## src/rtl/apb_ram_ws_if.sv

```systemverilog
// APB4 bus bundle between a master and the wait-state RAM slave.
`timescale 1ns/1ps
interface apb_ram_ws_if #(
  parameter int ADDR_W = 8,
  parameter int DATA_W = 32
) ();
  logic                  psel;
  logic                  penable;
  logic                  pwrite;
  logic [ADDR_W-1:0]     paddr;
  logic [DATA_W-1:0]     pwdata;
  logic [DATA_W/8-1:0]   pstrb;
  logic [DATA_W-1:0]     prdata;
  logic                  pready;
  logic                  pslverr;

  modport master (
    output psel, penable, pwrite, paddr, pwdata, pstrb,
    input  prdata, pready, pslverr
  );

  modport slave (
    input  psel, penable, pwrite, paddr, pwdata, pstrb,
    output prdata, pready, pslverr
  );
endinterface

```

## src/rtl/apb_ram_ws.sv

```systemverilog
// APB4 slave RAM with per-direction wait states, byte strobes and an
// out-of-range error response. Bus-side outputs depend on registered state only.
`timescale 1ns/1ps
module apb_ram_ws #(
  parameter int ADDR_W  = 8,
  parameter int DATA_W  = 32,
  parameter int DEPTH   = 64,
  parameter int WR_WAIT = 0,
  parameter int RD_WAIT = 0
) (
  input  logic pclk,
  input  logic preset_n,
  apb_ram_ws_if.slave bus
);

  localparam int STRB_W = DATA_W / 8;
  localparam int IDX_W  = (DEPTH > 1) ? $clog2(DEPTH) : 1;
  localparam logic [ADDR_W:0] DEPTH_C   = (ADDR_W + 1)'(DEPTH);
  localparam logic [3:0]      WR_WAIT_C = 4'(WR_WAIT);
  localparam logic [3:0]      RD_WAIT_C = 4'(RD_WAIT);

  // SETUP is a decoded phase: it occupies the cycle in which the master
  // presents psel & ~penable, and its closing edge moves the FSM to ACCESS.
  localparam logic [1:0] IDLE   = 2'd0;
  localparam logic [1:0] SETUP  = 2'd1;
  localparam logic [1:0] ACCESS = 2'd2;

  logic [1:0]        state_q,  state_d;
  logic [3:0]        cnt_q,    cnt_d;
  logic              write_q,  write_d;
  logic              err_q,    err_d;
  logic [IDX_W-1:0]  idx_q,    idx_d;
  logic [DATA_W-1:0] wdata_q,  wdata_d;
  logic [STRB_W-1:0] strb_q,   strb_d;
  logic [DATA_W-1:0] prdata_q, prdata_d;

  logic [1:0]        phase_s;
  logic              addr_err_s;
  logic [DATA_W-1:0] rd_word_s;
  logic              mem_we_s;
  logic              pready_s;

  logic [DATA_W-1:0] mem [0:DEPTH-1];

  // Current bus phase as seen by the slave
  always_comb begin
    phase_s = IDLE;
    case (state_q)
      IDLE: begin
        if (bus.psel && !bus.penable) begin
          phase_s = SETUP;
        end else begin
          phase_s = IDLE;
        end
      end
      ACCESS:  phase_s = ACCESS;
      default: phase_s = IDLE;
    endcase
  end

  // Address decode and read port sampled at the setup edge
  always_comb begin
    addr_err_s = ({1'b0, bus.paddr} >= DEPTH_C);
    if (addr_err_s) begin
      rd_word_s = {DATA_W{1'b0}};
    end else begin
      rd_word_s = mem[bus.paddr[IDX_W-1:0]];
    end
  end

  // Next-state logic for the transfer FSM and its latched request
  always_comb begin
    state_d  = state_q;
    cnt_d    = cnt_q;
    write_d  = write_q;
    err_d    = err_q;
    idx_d    = idx_q;
    wdata_d  = wdata_q;
    strb_d   = strb_q;
    prdata_d = prdata_q;
    mem_we_s = 1'b0;
    case (phase_s)
      IDLE: begin
        state_d = IDLE;
      end
      SETUP: begin
        state_d = ACCESS;
        write_d = bus.pwrite;
        err_d   = addr_err_s;
        idx_d   = bus.paddr[IDX_W-1:0];
        wdata_d = bus.pwdata;
        strb_d  = bus.pstrb;
        if (bus.pwrite) begin
          cnt_d = WR_WAIT_C;
        end else begin
          cnt_d    = RD_WAIT_C;
          prdata_d = rd_word_s;
        end
      end
      ACCESS: begin
        if (!bus.psel) begin
          // master gave up on the transfer: no write, back to idle
          state_d = IDLE;
          cnt_d   = 4'd0;
        end else if (cnt_q != 4'd0) begin
          cnt_d = cnt_q - 4'd1;
        end else begin
          state_d  = IDLE;
          mem_we_s = write_q & ~err_q;
        end
      end
      default: begin
        state_d = IDLE;
        cnt_d   = 4'd0;
      end
    endcase
  end

  // Control and read-data registers
  always_ff @(posedge pclk or negedge preset_n) begin
    if (!preset_n) begin
      state_q  <= IDLE;
      cnt_q    <= 4'd0;
      write_q  <= 1'b0;
      err_q    <= 1'b0;
      idx_q    <= {IDX_W{1'b0}};
      wdata_q  <= {DATA_W{1'b0}};
      strb_q   <= {STRB_W{1'b0}};
      prdata_q <= {DATA_W{1'b0}};
    end else begin
      state_q  <= state_d;
      cnt_q    <= cnt_d;
      write_q  <= write_d;
      err_q    <= err_d;
      idx_q    <= idx_d;
      wdata_q  <= wdata_d;
      strb_q   <= strb_d;
      prdata_q <= prdata_d;
    end
  end

  // Byte-masked RAM write; contents are deliberately not reset
  always_ff @(posedge pclk) begin
    if (mem_we_s) begin
      for (int i = 0; i < STRB_W; i++) begin
        if (strb_q[i]) begin
          mem[idx_q][8*i +: 8] <= wdata_q[8*i +: 8];
        end
      end
    end
  end

  assign pready_s    = (state_q == ACCESS) && (cnt_q == 4'd0);
  assign bus.pready  = pready_s;
  assign bus.pslverr = pready_s & err_q;
  assign bus.prdata  = prdata_q;

endmodule

```

## src/flat_wrapper.sv

```systemverilog
// flat-port wrapper written by rule: the top's interface ports become plain ports
module apb_ram_ws_flat 
#(
  parameter int ADDR_W  = 8,
  parameter int DATA_W  = 32,
  parameter int DEPTH   = 64,
  parameter int WR_WAIT = 0,
  parameter int RD_WAIT = 0
)
  (pclk, preset_n, bus_psel, bus_penable, bus_pwrite, bus_paddr, bus_pwdata, bus_pstrb, bus_prdata, bus_pready, bus_pslverr);
  apb_ram_ws_if #(.ADDR_W(ADDR_W), .DATA_W(DATA_W)) bus_i ();
  input  logic pclk;
  input  logic preset_n;
  input wire logic [$bits(bus_i.psel)-1:0] bus_psel;
  input wire logic [$bits(bus_i.penable)-1:0] bus_penable;
  input wire logic [$bits(bus_i.pwrite)-1:0] bus_pwrite;
  input wire logic [$bits(bus_i.paddr)-1:0] bus_paddr;
  input wire logic [$bits(bus_i.pwdata)-1:0] bus_pwdata;
  input wire logic [$bits(bus_i.pstrb)-1:0] bus_pstrb;
  output wire logic [$bits(bus_i.prdata)-1:0] bus_prdata;
  output wire logic [$bits(bus_i.pready)-1:0] bus_pready;
  output wire logic [$bits(bus_i.pslverr)-1:0] bus_pslverr;
  assign bus_i.psel = bus_psel;
  assign bus_i.penable = bus_penable;
  assign bus_i.pwrite = bus_pwrite;
  assign bus_i.paddr = bus_paddr;
  assign bus_i.pwdata = bus_pwdata;
  assign bus_i.pstrb = bus_pstrb;
  assign bus_prdata = bus_i.prdata;
  assign bus_pready = bus_i.pready;
  assign bus_pslverr = bus_i.pslverr;
  apb_ram_ws #(.ADDR_W(ADDR_W), .DATA_W(DATA_W), .DEPTH(DEPTH), .WR_WAIT(WR_WAIT), .RD_WAIT(RD_WAIT)) u_core (.pclk(pclk), .preset_n(preset_n), .bus(bus_i));
endmodule
```

## config.mk

```make
export PLATFORM = sky130hd
export DESIGN_NAME = apb_ram_ws_flat
export DESIGN_NICKNAME = d
export VERILOG_FILES = /design/src/rtl/apb_ram_ws_if.sv /design/src/rtl/apb_ram_ws.sv /design/src/flat_wrapper.sv
export SDC_FILE = /design/constraint.sdc
export NUM_CORES = 2
export LEC_CHECK = 0
export CAP_MARGIN = 20
export CORE_MARGIN = 5
export CORE_UTILIZATION = 26
export CTS_CLUSTER_SIZE = 40
export DETAILED_ROUTE_END_ITERATION = 12
export SLEW_MARGIN = 20
export SYNTH_ARGS = -nofsm -noshare
export SYNTH_HDL_FRONTEND = slang
export SYNTH_SLANG_ARGS = --single-unit
export TNS_END_PERCENT = 20
```

## constraint.sdc

```tcl
create_clock -name pclk -period 4.1 [get_ports pclk]
set_clock_uncertainty 0.15 [all_clocks]
set_input_delay 1.025 -clock pclk [delete_from_list [all_inputs] [get_ports pclk]]
set_output_delay 1.025 -clock pclk [all_outputs]
set_load 0.03 [all_outputs]
```

# Word-level counts from Yosys, hierarchy flattened
# Memories as Yosys holds them, arrays and structs flattened.
# Cells that the tools add are included.
# classes
n_lt_le_gt_ge	1
div	0
eq_ne	5
add_sub_neg	1
n_mul	0
n_bitwise	5
shift	0
reduce_logical	9
n_mux	24
# op_table
operator	count
two-way mux 32 bit	1
two-way mux 1 bit	16
>= comparator 8 x 7 -> 1 bit, second input constant	1
two-way mux 4 bit	2
case mux 2 bit (2 select lines)	2
case mux 4 bit (2 select lines)	1
== test 2 bit, second input constant	2
logical NOT 2 bit	2
logical NOT 4 bit	1
two-way mux 2 bit	2
AND reduction 2 bit	2
nonzero test 4 bit	1
subtractor 4 x 1 -> 4 bit, second input constant	1
inequality test 3 x 2 -> 1 bit, second input constant	1
inequality test 3 bit, second input constant	1
inverter 1 bit	3
bitwise AND 1 bit	2
== test 2 x 1 -> 1 bit, second input constant	1
logical AND 1 bit	2
logical NOT 1 bit	1
# totals
wordCells	54
memories	1
reg_bits	82
romBits	0
latchBits	0
ram_bits	2048
# memory_table
memory	words	width	rd	rd_ports_with_merged_regs	write_ports	line_no	rtl
u_core.mem	64	32	1	0	1	apb_ram_ws.sv:43	logic [DATA_W-1:0] mem [0:DEPTH-1];

# Logic depth before layout (Yosys ltp)
# depth
ltp_word	8
mapped_depth	12
depth_no_buf	7

# Worst setup path before layout
# No wires, ideal clock.
# synth_path
path_kind	input to register
from	in bus_paddr[1]
to	reg u_core.prdata_q[31] (netlist: u_core.bus.prdata[31])
t_required_ns	3.824
path_buffers	3
slack_ns	0.922
arrival_ns	2.902
setup_time_ns	0.126
stages	6
path_cell_list	buf_4 -> buf_2 -> buf_1 -> mux4_2 -> mux4_2 -> a221o_1
# synth_between
elab_chain_len	2
word_cells_on_any_way	3
# synth_rtl
element	line_no	rtl
from (decl)	flat_wrapper.sv:17	input wire logic [$bits(bus_i.paddr)-1:0] bus_paddr;
memory (64 x 32 bit) or >= comparator 8 x 7 -> 1 bit (tied branches)	-	
two-way mux 32 bit (*)	apb_ram_ws.sv:64	if (addr_err_s) begin
to (signal assigned)	apb_ram_ws.sv:129	prdata_q <= {DATA_W{1'b0}};
to (signal assigned)	apb_ram_ws.sv:138	prdata_q <= prdata_d;
to (decl)	apb_ram_ws.sv:35	logic [DATA_W-1:0] prdata_q, prdata_d;
# Mark *: on every way between the ends. The rest lies on a longest branch, timed or not.
# A chain may end at the register's enable or synchronous reset.

# Worst setup path in the final report
# layout_path
from	reg u_core.cnt_q[0]
to	out bus_pslverr
# layout_between
elab_chain_len	3
# layout_rtl
element	line_no	rtl
from (decl)	apb_ram_ws.sv:29	logic [3:0] cnt_q, cnt_d;
from (signal assigned)	apb_ram_ws.sv:132	cnt_q <= cnt_d;
logical NOT 4 bit	apb_ram_ws.sv:153	assign pready_s = (state_q == ACCESS) && (cnt_q == 4'd0);
logical AND 1 bit	apb_ram_ws.sv:153	
bitwise AND 1 bit	apb_ram_ws.sv:155	assign bus.pslverr = pready_s & err_q;
to (decl)	flat_wrapper.sv:22	output wire logic [$bits(bus_i.pslverr)-1:0] bus_pslverr;
# Every way passes these cells.

==> flow_summary.json <==
{
  "status": "complete, no violations",
  "antenna_found_initial": 11,
  "cp-start-kind": "register",
  "synth-seq-cells": 2129,
  "critPathRequiredTime_ps": 2920,
  "syn_nets": 4177,
  "port_buffers": 82,
  "crit_slowest_cell": "clkdlybuf4s50_1",
  "fin_crit_ps": 3930,
  "post_drt_via_cell_ratio": 4.82,
  "setup_viol_count_final": 0,
  "synth_compound_area_share_pct": 3.16,
  "synth.yosys.seq_area_share_pct": 76.7,
  "cp.arrival_ps": 2760,
  "drive_gt1_share_pct": 24.9,
  "power_density_nw_per_um2": 476,
  "relSlewSlack_pct": 26.4,
  "cts-buffers-inserted": 205,
  "grt_max_degree": 66,
  "num_io_pins": 83,
  "worst-path-buf-inv": 2,
  "synth_top_family_by_area": "multiplexers",
  "cap_violations": 0,
  "rsz0062_at_grt": "false",
  "fin_nets": 4650,
  "yosys_warnings": 0,
  "reg2regPathDepth": 4,
  "path_clk_slew_ps": 60,
  "syn_avg_cell_area_um2": 20.1,
  "insertion_delay_ps": 870,
  "cp_max_fo": 6,
  "row_count": 207,
  "r2r_setup_slack_ps": 870,
  "syn2layout_area_growth_pct": 18.2,
  "path_class": "register to primary output",
  "drt_iter0_drc": 5855,
  "r2r-end": "u_core.mem[49][18]$_DFFE_PP_",
  "critPathTopFamily": "buffers and inverters",
  "fin_crit_sh_pct": 95.9,
  "synthFlopType": "edfxtp_1",
  "worstSetupPathDepth": 5,
  "ant_nets": 0,
  "place_congestion": 0.819,
  "syn_inst": 4127,
  "worstPathCellList": "inv_1 > ha_1 > nor3b_4 > and3_1 > clkdlybuf4s50_1",
  "cts-root-buf": "clkbuf_16",
  "start_util_pct": 26.1,
  "synthMuxAreaShare_pct": 15.1,
  "die_width_um": 575,
  "routedWlPerCell_um": 26.5,
  "r2r_start": "u_core.idx_q[0]$_DFFE_PN0N_",
  "p_leak_nw": 31.8,
  "synthSimpleGateAreaFrac_pct": 3.19,
  "grt_util_all_layers_pct": 13.9,
  "syn_area_um2": 82900,
  "hold_viol": 0,
  "cts_tree": "yes",
  "crit_path_max_incr_delay_ps": 670,
  "dp.cells": 8569,
  "drc": 0,
  "cts_buffer_depth": 3,
  "dr.pass1.iters": 7,
  "nFillCells": 30364,
  "die_y_um": 575,
  "final_cells": 8960,
  "tns_ps": 0,
  "synthAdderAreaFrac_pct": 0.0151,
  "clkSinkCount": 2129,
  "slew_viol_final": 0,
  "grt_pass1_wl_um": 331000,
  "fmax_mhz": 254,
  "core_area_um2": 318000,
  "peakVddDrop_v": 0.000502,
  "synthDistinctLibCells": 57,
  "critPathCaptureType": "primary output",
  "synth_async_sr_flop_share_pct": 3.80,
  "dp_hpwl_um": 150000,
  "wirelength_um": 237000,
  "min-delay-path-class": "input pin to asynchronous set/reset pin",
  "synth_xor_xnor_area_share_pct": 0.0106,
  "synth_edf_count": 2048,
  "grt_pass1_vias": 42850,
  "htree_levels": 4,
  "grt_overflow": 0,
  "die-area_um2": 330000,
  "vias": 43162,
  "tightest_slew_ps": 1100
}
## worst reg2reg max path: cells and delay by family (launching register included)
kind,cells,cell delay (ps)
buf+inv,1,250
simple gates,3,2020
flops,1,490
## Yosys cell counts (16+ instances only)
| cell type | n | area (µm²) |
|---|---|---|
| buf_6 | 38 | 428 |
| a22o_1 | 37 | 324 |
| clkbuf_1 | 97 | 364 |
| a22oi_1 | 103 | 773 |
| nor2_1 | 284 | 1070 |
| buf_1 | 16 | 60.1 |
| a21oi_1 | 48 | 240 |
| o22ai_1 | 25 | 156 |
| buf_2 | 50 | 250 |
| edfxtp_1 | 2048 | 61500 |
| nand2_1 | 269 | 1010 |
| a221oi_1 | 40 | 350 |
| mux4_2 | 397 | 8940 |
| mux2i_1 | 342 | 3420 |
| buf_4 | 37 | 278 |
| nor2b_1 | 16 | 100 |
| dfrtp_1 | 81 | 2030 |
| nand3_1 | 20 | 100 |
## worst max-delay path by stage
stage / from / to / slack [ps]
5_1_grt: u_core.cnt_q[0]$_DFFE_PN0P_ / bus_pslverr / 20
3_3_place_gp: bus_psel / u_core.bus.prdata[1]$_DFFE_PN0P_ / 250
2_1_floorplan: bus_paddr[1] / u_core.bus.prdata[31]$_DFFE_PN0P_ / 920
6_report: u_core.cnt_q[0]$_DFFE_PN0P_ / bus_pslverr / 170
4_1_cts: u_core.cnt_q[0]$_DFFE_PN0P_ / bus_pslverr / 50
3_5_place_dp: bus_psel / u_core.bus.prdata[20]$_DFFE_PN0P_ / 340
## registers in the layout (all words and copies together), names as in the netlist
signal / flops
u_core.state_q: 1
u_core.cnt_q: 4
u_core.wdata_q: 32
u_core.bus.prdata: 32
u_core.err_q: 1
u_core.mem: 2048
u_core.idx_q: 6
u_core.write_q: 1
u_core.strb_q: 4
## power breakdown
part | switching [mW] | internal, mW | total, mW
Clock | 8.09 | 10.5 | 18.6
Sequential | 0.878 | 24.6 | 25.5
Combinational | 1.58 | 0.912 | 2.50
## through the flow
stage	utilization [%]	power [mW]	setup WS, ps	cell area, µm²	hold slack, ps
after global routing	30.8	48.0	23.8	98000	134
after floorplan	-	26.9	922	82900	296
final	30.8	46.6	167	98000	87.4
after global placement	28.7	28.4	251	91200	317
after detailed placement	28.7	28.5	343	91200	322
after CTS	30.8	46.9	46.6	97900	106
## repair_timing
action,CTS,global route
endpoints found under the setup margin,2,1
buffers inserted,0,4
hold buffers,0,0
resized for setup,1,0
## metal layers
metal,up-vias,part of all wire (%),wire (µm),global-route usage [%]
met5,-,0.038,89,0.129
met4,14,3.5,8320,4.61
met3,424,9.1,21500,3.31
met2,2063,48,114000,22.8
met1,22853,39,93400,18.1
li1,17808,-,-,-
## area by class of cell
| type | count | area, µm² | area share (%) |
|---|---|---|---|
| antenna | 7 | 17.5 | 0.0179 |
| sequential | 2129 | 63600 | 64.9 |
| clock inverter | 100 | 1000 | 1.02 |
| clock buffer | 280 | 5630 | 5.75 |
| multi-input combinational | 1746 | 17900 | 18.3 |
| tap | 4180 | 5230 | 5.34 |
| inverter | 7 | 26.3 | 0.0268 |
| timing repair buffer | 511 | 4560 | 4.65 |
## cell families (layout without fill, tap and decap cells)
family,count (synthesis),in the layout
adders and majority gates,1,1
buffers and inverters,252,898
muxes,753,753
other,0,7
and+or+nand+nor,642,642
xor gates and xnor gates,1,1
AOI/OAI and AO/OA,349,349
DFF,2129,2129
## placed cells by master, fill, tap and decap left out, types with 19 or more instances in the layout
| master | instances |
|---|---|
| a21oi_1 | 48 |
| a221oi_1 | 40 |
| a22o_1 | 37 |
| a22oi_1 | 103 |
| buf_12 | 41 |
| buf_4 | 390 |
| clkbuf_1 | 55 |
| clkbuf_16 | 207 |
| clkdlybuf4s50_1 | 76 |
| clkinv_1 | 42 |
| clkinv_2 | 28 |
| dfrtp_1 | 49 |
| dfrtp_4 | 19 |
| edfxtp_1 | 2048 |
| mux2i_1 | 342 |
| mux4_2 | 397 |
| nand2_1 | 263 |
| nand3_1 | 20 |
| nor2_1 | 276 |
| o22ai_1 | 25 |
No activity file was read; power rests on OpenSTA's default activity.
